## src/rtl/common_fifo_buffer.sv

```systemverilog
// Synchronous first-word-fall-through FIFO with valid/ready on both sides.
// Wrap-bit pointers separate full from empty; storage clears on synchronous reset.
module common_fifo_buffer #(
  parameter int BUFFER_WIDTH      = 32,
  parameter int BUFFER_DEPTH_LOG2 = 2
) (
  input  logic                         clk,
  input  logic                         reset,
  input  logic [BUFFER_WIDTH-1:0]      prev_i_data,
  input  logic                         prev_i_valid,
  output logic                         prev_o_ready,
  output logic [BUFFER_WIDTH-1:0]      next_o_data,
  output logic                         next_o_valid,
  input  logic                         next_i_ready,
  output logic [BUFFER_DEPTH_LOG2:0]   o_count,
  output logic                         o_full,
  output logic                         o_empty
);

  localparam int DEPTH = 1 << BUFFER_DEPTH_LOG2;
  localparam int PW    = BUFFER_DEPTH_LOG2 + 1;

  logic [BUFFER_WIDTH-1:0] r_mem [DEPTH];
  logic [PW-1:0]           r_wr_ptr;
  logic [PW-1:0]           r_rd_ptr;

  logic                    w_full;
  logic                    w_empty;
  logic                    w_push;
  logic                    w_pop;

  // Same slot with opposite wrap bits means the writer has lapped the reader.
  assign w_full  = (r_wr_ptr[PW-1] != r_rd_ptr[PW-1]) &&
                   (r_wr_ptr[PW-2:0] == r_rd_ptr[PW-2:0]);
  assign w_empty = (r_wr_ptr == r_rd_ptr);

  assign prev_o_ready = !w_full && !reset;
  assign next_o_valid = !w_empty && !reset;
  assign next_o_data  = reset ? {BUFFER_WIDTH{1'b0}} : r_mem[r_rd_ptr[PW-2:0]];

  assign o_count = r_wr_ptr - r_rd_ptr;
  assign o_full  = w_full;
  assign o_empty = w_empty;

  assign w_push = prev_i_valid && prev_o_ready;
  assign w_pop  = next_o_valid && next_i_ready;

  // Pointer advance on handshakes; reset voids any coinciding handshake.
  always_ff @(posedge clk) begin
    if (reset) begin
      r_wr_ptr <= {PW{1'b0}};
      r_rd_ptr <= {PW{1'b0}};
    end else begin
      if (w_push) begin
        r_wr_ptr <= r_wr_ptr + PW'(1);
      end else begin
        r_wr_ptr <= r_wr_ptr;
      end
      if (w_pop) begin
        r_rd_ptr <= r_rd_ptr + PW'(1);
      end else begin
        r_rd_ptr <= r_rd_ptr;
      end
    end
  end

  // Storage write; cleared on reset so no stale data is ever observable.
  always_ff @(posedge clk) begin
    if (reset) begin
      for (int i = 0; i < DEPTH; i++) begin
        r_mem[i] <= {BUFFER_WIDTH{1'b0}};
      end
    end else if (w_push) begin
      r_mem[r_wr_ptr[PW-2:0]] <= prev_i_data;
    end else begin
      r_mem <= r_mem;
    end
  end

endmodule

```

## config.mk

```make
export PLATFORM = sky130hd
export DESIGN_NAME = common_fifo_buffer
export DESIGN_NICKNAME = d
export VERILOG_FILES = /design/src/rtl/common_fifo_buffer.sv
export SDC_FILE = /design/constraint.sdc
export NUM_CORES = 1
export LEC_CHECK = 0
export BUFFER_PORTS_ARGS = -buffer_cell sky130_fd_sc_hd__clkbuf_2
export CAP_MARGIN = 20
export CORE_MARGIN = 8
export CORE_UTILIZATION = 30
export CTS_BUF_LIST = sky130_fd_sc_hd__clkbuf_4 sky130_fd_sc_hd__clkbuf_8
export DETAILED_ROUTE_END_ITERATION = 6
export GPL_TIMING_DRIVEN = 1
export MAX_ROUTING_LAYER = met4
export PLACE_DENSITY = 0.55
export SLEW_MARGIN = 20
export SYNTH_ARGS = -nofsm -noshare
export SYNTH_HDL_FRONTEND = slang
export SYNTH_SLANG_ARGS = --single-unit
export TNS_END_PERCENT = 50
```

## constraint.sdc

```tcl
create_clock -name clk -period 2.7 [get_ports clk]
set_input_delay 0.54 -clock clk [delete_from_list [all_inputs] [get_ports clk]]
set_output_delay 0.54 -clock clk [all_outputs]
set_load 0.05 [all_outputs]
```

# Word-level counts from Yosys, hierarchy flattened
# Cells that the tools add are included.
[totals]
input_bits = 36
output_inout_bits = 39
reg_bits = 134
[classes]
bitwise_logic = 2
magnitude_cmp = 3
n_reduce_logical = 9
muxes = 7
addsub = 3
n_eq_ne = 3
[ops]
columns = ["cell", "n"]
rows = [
  ["bitwise mux 128 bit", 1],
  ["2-to-1 mux 32 bit", 4],
  ["binary-select mux 32 bit (select 2 bit)", 1],
  ["demux 32 bit (select 2 bit)", 1],
  ["adder 3 x 1 -> 3 bit (second input constant)", 2],
  ["greater-or-equal comparator 3 bit (second input constant)", 2],
  ["logical AND 1 bit", 6],
  ["NOT 2 -> 3 bit", 2],
  ["== test 3 bit", 1],
  ["logical NOT 1 bit", 3],
  ["< comparator 3 x 1 -> 1 bit (second input constant)", 1],
  ["subtractor 3 bit", 1],
  ["== test 2 bit", 1],
  ["inequality test 1 bit", 1],
]

# Logic depth before layout (Yosys ltp)
# Gate-level depths: netlist (run 1).
[depth]
depth_word = 6
depth_mapped = 8

# Least setup slack after synthesis (run 1)
# No wires, ideal clock.
[synth_path]
kind = "flip-flop to output port"
startpoint = "reg r_rd_ptr[1]"
endpoint = "out prev_o_ready"
required_time_ps = 2160
arrival_time_ps = 2529
stages_incl_launch_ff = 8
path_slack_ps = -369
path_cell_list = "dfxtp_1 buf_2 buf_2 inv_1 ha_1 nand2_2 nor2_1 nor2_1"
[synth_via]
elab_chain_cells = 4
[synth_rtl]
columns = ["element", "line_no", "rtl"]
rows = [
  ["from (decl)", "25", "logic [PW-1:0] r_rd_ptr;"],
  ["from (signal assigned)", "52", "r_rd_ptr <= {PW{1'b0}};"],
  ["from (signal assigned)", "60", "r_rd_ptr <= r_rd_ptr + PW'(1);"],
  ["from (signal assigned)", "62", "r_rd_ptr <= r_rd_ptr;"],
  ["== test 2 bit", "34", "(r_wr_ptr[PW-2:0] == r_rd_ptr[PW-2:0]);"],
  ["logical AND 1 bit", "33", "assign w_full = (r_wr_ptr[PW-1] != r_rd_ptr[PW-1]) &&"],
  ["via o_full", "16", "output logic o_full,"],
  ["logical NOT 1 bit", "37", "assign prev_o_ready = !w_full && !reset;"],
  ["logical AND 1 bit", "37", ""],
  ["to (decl)", "11", "output logic prev_o_ready,"],
]
# The timed path passes the listed nets, and every way through them passes these cells.

# Worst setup path in the final report (run 1)
[layout_path]
startpoint = "reg r_rd_ptr[1]"
endpoint = "out next_o_data[28]"
[layout_via]
elab_chain_cells = 5
[layout_rtl]
columns = ["element", "line_no", "rtl"]
rows = [
  ["NOT 2 -> 3 bit (implied by the code)", "39", "assign next_o_data = reset ? {BUFFER_WIDTH{1'b0}} : r_mem[r_rd_ptr[PW-2:0]];"],
  ["binary-select mux 32 bit (select 2 bit)", "39", ""],
  ["2-to-1 mux 32 bit (implied by the code) (2 in a row)", "39", ""],
  ["2-to-1 mux 32 bit", "39", ""],
  ["to (decl)", "12", "output logic [BUFFER_WIDTH-1:0] next_o_data,"],
]
# No other way between the ends. The select of a mux whose other input is x is not followed.

==> results.sh, run 1 <==
export IMPL_cts_hold_buf=0
export IMPL_start_kind="flop"
export IMPL_drive_gt1_frac=0.2588
export IMPL_crit_fanout=14
export IMPL_cp_required_ns=2.16
export IMPL_grt_pass1_vias=4502
export IMPL_met2WireLength_um=7168
export IMPL_cts_resized=1
export IMPL_gp_congestion=0.7313
export IMPL_crit_family="multiplexers"
export IMPL_p_int_w=0.003628
export IMPL_path_buf_inv=2
export IMPL_swShare=0.2856
export IMPL_cts_max_level=4
export IMPL_chipWidth_um=159.2
export IMPL_drv_slew=0
export IMPL_wl_met3_um=383
export IMPL_postCtsSetupRepairBufs=0
export IMPL_finalSetupTns_ns=0
export IMPL_clock_sinks=134
export IMPL_wirelength_um=14480
export IMPL_period_share=0.9606
export IMPL_grt_first_pass_wirelength_um=23870
export IMPL_pin_count=75
export IMPL_ys_warn_count=0
export IMPL_max_stage_delay_ns=0.56
export IMPL_clk_pin_slew_worst_paths_ns=0.08
export IMPL_dr_total_vias=4175
export IMPL_synth_top_area_share=0.4358
export IMPL_grtUsageTotal=0.1213
export IMPL_die_y_um=159.2
export IMPL_criticalPathCategory="flop to output port"
export IMPL_antenna_found_initial=0
export IMPL_rsz0062_at_grt="no"
export IMPL_clock_latency_ns=0.44
export IMPL_sequentialPowerShare=0.421
export IMPL_synthTopCellsByArea="dfxtp_1 44%, mux2i_1 21%, mux4_2 12%"
export IMPL_n_antenna_cell=0
export IMPL_worstPathCellList="buf_6, mux4_2, and2_1, clkbuf_2"
export IMPL_rows=52
export IMPL_p_switching_w=0.001450
export IMPL_gr_total_overflow=0
export IMPL_dpl_hpwl_um=9688
export IMPL_finalHoldViolCount=0
export IMPL_cts_buffers=17
export IMPL_max_freq_mhz=385.6
export IMPL_cts_tree="built"
export IMPL_wire_per_inst_um=15.62
export IMPL_slew_headroom=0.4921
export IMPL_tightest_slew_ns=0.7603
export IMPL_io_buffers=74
export IMPL_drc=0
export IMPL_vdd_ir_drop_max_v=0.0003314
export IMPL_start_util=0.3052
export IMPL_post_place_cells=896
export IMPL_pwr_share_comb=0.184
export IMPL_syn_area_mm2=0.006156
export IMPL_yosysTopAreaCell="dfxtp_1"
export IMPL_clkPwrFrac=0.394
export IMPL_min_period_ns=2.594
export IMPL_leakage_nw=3.717
export IMPL_cts_path_max_buffers=2
export IMPL_ys_seq_elements=134
export IMPL_worstHoldPathType="input pin to flop"
export IMPL_design_core_area_mm2=0.02017
export IMPL_setup_violations=0
export IMPL_synth_distinct_cells=27
export IMPL_crit_path_end_kind="output port"
export IMPL_area_growth_pct=18.56
export IMPL_crit_slowest_cell="mux4_2"
export IMPL_total_power_w=0.005078
export IMPL_ant_nets=0
export IMPL_highest_layer="met4"
export IMPL_dr_pass1_iters=4
export IMPL_synth_fp_nets=617
export IMPL_cap_violations=0
export IMPL_viasPerCell=4.504
export IMPL_cts_root_buf="clkbuf_8"
export IMPL_outcome="finished clean"
export IMPL_grt_max_degree=44
export IMPL_synth_seq_area_share=0.4358
export IMPL_fin_cells=927
export IMPL_die_area_mm2=0.02536
export IMPL_wl_met1_um=6764
export IMPL_crit_arrival_ns=2.05
export IMPL_drtIter0Drc=166
export IMPL_p_per_area_mw_per_mm2=695.8
export IMPL_syn_avg_cell_area_um2=10.74
export IMPL_fin_nets=689
export IMPL_syn_inst=573
export IMPL_skew_ns=0.01137
-- cell usage after synthesis --
master     instances
a211o_1            1
a31oi_1            1
and2_1            32
and3_1             1
buf_2              6
buf_6             12
clkbuf_1          22
dfxtp_1          134
fa_1               1
ha_1               7
inv_1             40
mux2_2             2
mux2i_1          130
mux4_2            32
nand2_1          131
nand2_2            1
nand4_1            1
nor2_1             6
nor2b_1            2
o2111ai_1          1
o211ai_1           1
o211ai_4           4
o21a_1             1
o31ai_1            1
or4b_2             1
xnor2_4            1
xor2_1             1
-- metal layers --
layer  vias to the layer above  GRT usage
li1                       2070          -
met1                      2042     0.1426
met2                        54     0.2012
met3                         9    0.02818
met4                         0    0.04117
met5                         -          -
-- through the flow --
stage / hold slack [ns] / setup slack, ns / util / cell area [µm²]
after CTS: 0.3570 / 0.03518 / 0.3618 / 7298
final: 0.3817 / 0.1065 / 0.3618 / 7298
after floorplan: 0.4353 / -0.1277 / - / 6161
after global placement: 0.4411 / 0.4345 / 0.3381 / 6819
after global routing: 0.3754 / 0.002535 / 0.3618 / 7298
after detailed placement: 0.4516 / 0.4152 / 0.3381 / 6819
-- state kept, by name, summed over array words and instances (netlist names) --
| register | count |
|---|---|
| r_wr_ptr | 3 |
| r_mem | 128 |
| r_rd_ptr | 3 |
-- cell usage in the layout (no fill, tap or decap), types with 3 or more instances in the layout --
master,instances
and2_1,32
buf_12,4
buf_4,14
bufinv_16,6
clkbuf_2,74
clkbuf_8,18
clkinv_2,3
dfxtp_1,132
ha_1,7
inv_1,39
mux2i_1,130
mux4_2,32
nand2_1,131
nor2_1,4
o211ai_4,4
-- power groups by stage --
stage | Sequential (W) | Clock (W) | Combinational [W]
after floorplan | 0.00216 | 0 | 0.000736
after global placement | 0.00218 | 0 | 0.000938
after detailed placement | 0.00219 | 0 | 0.000951
after CTS | 0.00214 | 0.00206 | 0.000954
after global routing | 0.00215 | 0.00215 | 0.00101
final | 0.00214 | 0.00200 | 0.000936
-- worst reg2reg max path, cell delays in order, from the launching register on --
cell      delay, ns
dfxtp_1        0.38
inv_1          0.12
ha_1           0.35
nand2_2        0.20
o211ai_4       0.42
buf_12         0.28
mux2i_1        0.23
-- final cells by class --
cell class	count	area, µm²
clock buffers	18	247.7
clock inverters	13	227.7
fillers	2051	12870
inverters	40	152.6
multi-input cells	359	3080
flip-flops and latches	134	2685
well taps	270	337.8
repair buffers	93	566.8
-- logic make-up after synthesis --
logic type | synth area share
AOI/OAI and AO/OA | 0.02134
xor gates and xnor gates | 0.005895
adders and majority gates | 0.01748
buffers and inverters | 0.06463
DFF | 0.4358
muxes | 0.3321
and+or+nand+nor | 0.1228
-- path summary, 6_finish.rpt --
kind | startpoint | to | slack (ns) | cells past startpoint
hold / removal | prev_i_data[27] | r_mem[91] | 0.38 | 3
setup / recovery | r_rd_ptr[1] | next_o_data[28] | 0.11 | 4
hold reg to reg | r_mem[124] | r_mem[124] | 0.46 | 2
setup reg to reg | r_wr_ptr[0] | r_mem[7] | 0.65 | 6
Note: power is estimated with default switching activity, not from simulation.
==> run 2: changes to the inputs <==
CORE_ASPECT_RATIO = 1.25   (was not set)
==> run 2 against run 1 <==
Net effect:
- global-route usage down 0.21 points
- routed wire length shrank 1.6%
- final area down 1.8%
- first-iteration DRC count is 22% higher
- total power down 10%
- via count decreased by 0.22%
- setup slack barely moved
- non-clock buffer count is 1 lower
- die area grew 0.12%
- sequential cell count stayed put
==> results.sh, run 2 (synthesis gave the netlist of run 1 again) <==
export IMPL_finish_utilization=0.3567
export IMPL_cts_tree="built"
export IMPL_cp_required_ns=2.16
export IMPL_pin_count=75
export IMPL_setup_violations=0
export IMPL_vdd_ir_drop_max_v=0.0003096
export IMPL_antenna_found_initial=0
export IMPL_whs_ns=0.3800
export IMPL_slew_headroom=0.4740
export IMPL_dpl_hpwl_um=9740
export IMPL_cts_buffers=17
export IMPL_wl_met1_um=6057
export IMPL_cts_hold_buf=0
export IMPL_multi_input_area_mm2=0.003080
export IMPL_n_antenna_cell=0
export IMPL_finalSetupTns_ns=0
export IMPL_p_per_area_mw_per_mm2=636.2
export IMPL_max_freq_mhz=385.5
export IMPL_drv_slew=0
export IMPL_dr_pass1_iters=4
export IMPL_drc=0
export IMPL_clock_sinks=134
export IMPL_final_common_cell="dfxtp_1"
export IMPL_largest_register="r_mem"
export IMPL_start_util=0.3062
export IMPL_leakage_nw=3.646
export IMPL_cap_violations=0
export IMPL_clk_pin_slew_worst_paths_ns=0.08
export IMPL_drive_gt1_frac=0.2565
export IMPL_drtIter0Drc=202
export IMPL_reg_top3="r_mem: 128 flops, r_rd_ptr: 3 flops, r_wr_ptr: 3 flops"
export IMPL_finalWorstSetupSlack_ns=0.1062
export IMPL_cts_max_level=4
export IMPL_grt_max_degree=61
export IMPL_largest_reg_flops=128
export IMPL_mostFrequentLayoutCells="132 x dfxtp_1, 131 x nand2_1, 130 x mux2i_1, 72 x clkbuf_2, 39 x inv_1"
export IMPL_wl_met3_um=480
export IMPL_crit_path_end_kind="output port"
export IMPL_viasPerCell=4.504
export IMPL_dr_total_vias=4166
export IMPL_placed_area_mm2=0.006792
export IMPL_stdcell_area_mm2=0.007169
export IMPL_rsz0062_at_grt="no"
export IMPL_start_kind="flop"
export IMPL_clock_latency_ns=0.43
export IMPL_crit_arrival_ns=2.05
export IMPL_finalHoldViolCount=0
export IMPL_fill_cells=2060
export IMPL_rows=58
export IMPL_worstHoldPathType="input pin to flop"
export IMPL_cts_root_buf="clkbuf_8"
export IMPL_period_share=0.9607
export IMPL_wirelength_um=14240
export IMPL_crit_fanout=16
export IMPL_tightest_slew_ns=0.7874
export IMPL_grt_first_pass_wirelength_um=22680
export IMPL_fin_nets=688
export IMPL_gr_total_overflow=0
export IMPL_met2WireLength_um=7529
export IMPL_cts_path_max_buffers=2
export IMPL_highest_layer="met4"
export IMPL_grtUsageTotal=0.1192
export IMPL_design_core_area_mm2=0.02010
export IMPL_io_buffers=74
export IMPL_criticalPathCategory="flop to output port"
export IMPL_grt_pass1_vias=4460
export IMPL_min_period_ns=2.594
export IMPL_outcome="finished clean"
export IMPL_die_y_um=176.2
export IMPL_area_growth_pct=16.46
export IMPL_regArea_mm2=0.002685
export IMPL_die_area_mm2=0.02539
export IMPL_gp_congestion=0.7099
export IMPL_pre_cts_ws_ns=0.4748
export IMPL_skew_ns=0.01024
export IMPL_wire_per_inst_um=15.40
export IMPL_ant_nets=0
export IMPL_chipWidth_um=144.1
-- run 2: critical path, cell delays in order (launching register included) --
cell	delay, ns
dfxtp_2	0.44
clkbuf_16	0.26
mux4_2	0.53
and2_1	0.17
clkbuf_2	0.23
-- run 2: final timing paths --
| check | cells past startpoint | to | slack (ns) | startpoint |
|---|---|---|---|---|
| worst min register to register | 2 | r_mem[125] | 0.46 | r_mem[125] |
| worst min-delay path | 3 | r_mem[37] | 0.38 | prev_i_data[5] |
| worst max register to register | 6 | r_mem[20] | 0.67 | r_wr_ptr[0] |
| worst max-delay path | 4 | next_o_data[28] | 0.11 | r_rd_ptr[1] |
-- run 2: through the flow --
step	power [W]	instances
after floorplan	0.002894	573
after global placement	0.003112	894
after detailed placement	0.003134	894
after CTS	0.004642	924
after global routing	0.004786	925
final	0.004561	925
-- run 2: report_power, final --
part / total [W] / internal [W] / switching (W)
Clock: 0.00148 / 0.000702 / 0.000782
Sequential: 0.00214 / 0.00208 / 0.0000592
Combinational: 0.000941 / 0.000344 / 0.000597
Total: 0.00456 / 0.00312 / 0.00144
-- run 2: timing repair --
action	4_1_cts	5_1_grt
cloned	0	1
gates resized for setup	1	1
buffers inserted	0	0
setup endpoints to repair	1	28
-- run 2: final cells by class --
type,count,area share
inverter,40,0.02129
tap,270,0.04712
sequential,134,0.3745
clock buffer,20,0.03839
timing repair buffer,92,0.07853
clock inverter,10,0.01047
multi-input combinational,359,0.4297
-- run 2: layer usage --
layer | vias up | track usage
li1 | 2060 | -
met4 | 0 | 0.03953
met2 | 63 | 0.2067
met3 | 13 | 0.03054
met5 | - | -
met1 | 2030 | 0.1297
==> run 3: changes to the inputs <==
PLACE_DENSITY = 0.49   (was 0.55)
REMOVE_ABC_BUFFERS = 1   (was not set)
==> run 3 against run 2 <==
Net effect:
- first-iteration DRC count fell by 11%
- total power rose by 7.7%
- fmax rose by 0.94%
- hold slack barely moved
- non-clock buffer count did not move
==> results.sh, run 3 (synthesis gave the netlist of run 1 again) <==
export IMPL_outcome="finished clean"
export IMPL_criticalPathCategory="flop to output port"
export IMPL_skew_ns=0.009838
export IMPL_grt_pass1_vias=4397
export IMPL_clk_pin_slew_worst_paths_ns=0.07
export IMPL_crit_slowest_cell="mux4_2"
export IMPL_whs_ns=0.3804
export IMPL_drtIter0Drc=180
export IMPL_grt_max_degree=51
export IMPL_largest_register="r_mem"
export IMPL_rows=58
export IMPL_start_util=0.3062
export IMPL_min_period_ns=2.570
export IMPL_cts_tree="built"
export IMPL_start_kind="flop"
export IMPL_dpl_hpwl_um=9456
export IMPL_mostFrequentLayoutCells="132 x dfxtp_1, 131 x nand2_1, 130 x mux2i_1, 73 x clkbuf_2, 39 x inv_1"
export IMPL_clock_latency_ns=0.44
export IMPL_path_buf_inv=2
export IMPL_leakage_nw=3.716
export IMPL_p_per_area_mw_per_mm2=674.2
export IMPL_drc=0
export IMPL_max_stage_delay_ns=0.40
export IMPL_worstPathCellList="buf_4, mux4_2, and2_1, clkbuf_2"
export IMPL_cp_required_ns=2.16
export IMPL_worstReg2RegStart="r_rd_ptr[1]"
export IMPL_finalSetupTns_ns=0
export IMPL_crit_arrival_ns=2.03
export IMPL_dr_total_vias=4176
export IMPL_cts_hold_buf=0
export IMPL_viasPerCell=4.505
export IMPL_cts_path_max_buffers=2
export IMPL_design_core_area_mm2=0.02010
export IMPL_drv_slew=0
export IMPL_die_area_mm2=0.02539
export IMPL_grt_first_pass_wirelength_um=22940
export IMPL_fin_nets=688
export IMPL_crit_family="buffers and inverters"
export IMPL_cts_root_buf="clkbuf_8"
export IMPL_largest_reg_flops=128
export IMPL_cts_buffers=17
export IMPL_finalHoldViolCount=0
export IMPL_max_freq_mhz=389.2
export IMPL_gr_total_overflow=0
export IMPL_tightest_slew_ns=0.8225
export IMPL_pin_count=75
export IMPL_grtUsageTotal=0.1216
export IMPL_worstHoldPathType="input pin to flop"
export IMPL_io_buffers=74
export IMPL_min_path_cells=3
export IMPL_cap_violations=0
export IMPL_crit_fanout=23
export IMPL_cts_max_level=4
export IMPL_antenna_found_initial=1
export IMPL_holdPathEnd="r_mem[10]"
export IMPL_wire_per_inst_um=15.31
export IMPL_hp_start="prev_i_data[10]"
export IMPL_dr_pass1_iters=4
export IMPL_reg2reg_depth=8
export IMPL_drive_gt1_frac=0.2546
export IMPL_die_y_um=176.2
export IMPL_ant_nets=0
export IMPL_rsz0062_at_grt="no"
export IMPL_clock_sinks=134
export IMPL_chipWidth_um=144.1
export IMPL_reg_top3="r_mem: 128 flops, r_rd_ptr: 3 flops, r_wr_ptr: 3 flops"
export IMPL_reg2reg_slack_ns=0.59
export IMPL_postCtsSetupRepairBufs=0
export IMPL_final_common_cell="dfxtp_1"
export IMPL_area_growth_pct=18.33
export IMPL_setup_violations=0
export IMPL_period_share=0.9517
export IMPL_gp_congestion=0.7672
export IMPL_r2r_end="r_mem[98]"
export IMPL_wirelength_um=14190
export IMPL_slew_headroom=0.4506
export IMPL_crit_path_end_kind="output port"
export IMPL_vdd_ir_drop_max_v=0.0002810
run 3: cell count changes in the layout (fill, tap and decap cells not counted), sizes merged:
cell	change
diode	+1
bufinv	+4
clkbuf	+1
clkinvlp	-2
clkinv	-1
inv	-2
buf	+1
run 3: how the worst max path moves through the flow:
stage,cells past startpoint,slack [ns],start,to
after floorplan,5,-1.31,r_rd_ptr[1],prev_o_ready
after global placement,5,0.49,reset,next_o_data[17]
after detailed placement,4,0.48,r_rd_ptr[1],next_o_data[7]
after CTS,4,0.08,r_rd_ptr[1],next_o_data[7]
after global routing,6,0.02,r_rd_ptr[1],next_o_valid
final,4,0.13,r_rd_ptr[0],next_o_data[19]
run 3: through the flow:
stage / total power [W] / instances / cell area (µm²) / setup WS, ns / utilization
after CTS: 0.004995 / 926 / 7282 / 0.07606 / 0.3623
after global routing: 0.005156 / 927 / 7284 / 0.02117 / 0.3624
after detailed placement: 0.003145 / 895 / 6844 / 0.4819 / 0.3405
after global placement: 0.003133 / 895 / 6844 / 0.4907 / 0.3405
after floorplan: 0.002863 / 533 / 5908 / -1.306 / -
final: 0.004911 / 927 / 7284 / 0.1303 / 0.3624
run 3: what timing repair did:
action                                 CTS  global route
gates resized for setup                  1             1
gates cloned                             0             0
setup endpoints to repair                3             1
endpoints found under the hold margin    0             0
run 3: routing by layer:
layer,share of wire,vias up,track usage
li1,-,2073,-
met1,0.46,2014,0.1423
met2,0.48,69,0.1929
met3,0.046,20,0.03297
met4,0.018,0,0.05138
met5,0,-,-
run 3: report_power, final:
| part | internal, W | switching (W) |
|---|---|---|
| combinational | 0.000351 | 0.000600 |
| sequential | 0.00208 | 0.0000557 |
| clock | 0.00108 | 0.000750 |
run 3: worst reg2reg max path, cell delays in order (launching register included):
cell,delay [ns]
dfxtp_2,0.36
buf_12,0.21
inv_1,0.11
ha_1,0.33
nand2_2,0.08
buf_4,0.19
o211ai_4,0.17
buf_4,0.35
mux2i_1,0.25
run 3: final cells by class:
cell class / instances / area (µm²)
Clock inverter: 9 / 150.1
Inverter: 40 / 152.6
Timing Repair Buffer: 92 / 596.8
Multi-Input combinational cell: 359 / 3075
Sequential cell: 134 / 2685
Antenna cell: 1 / 2.502
Clock buffer: 22 / 284.0
Fill cell: 2043 / 12820
Tap cell: 270 / 337.8
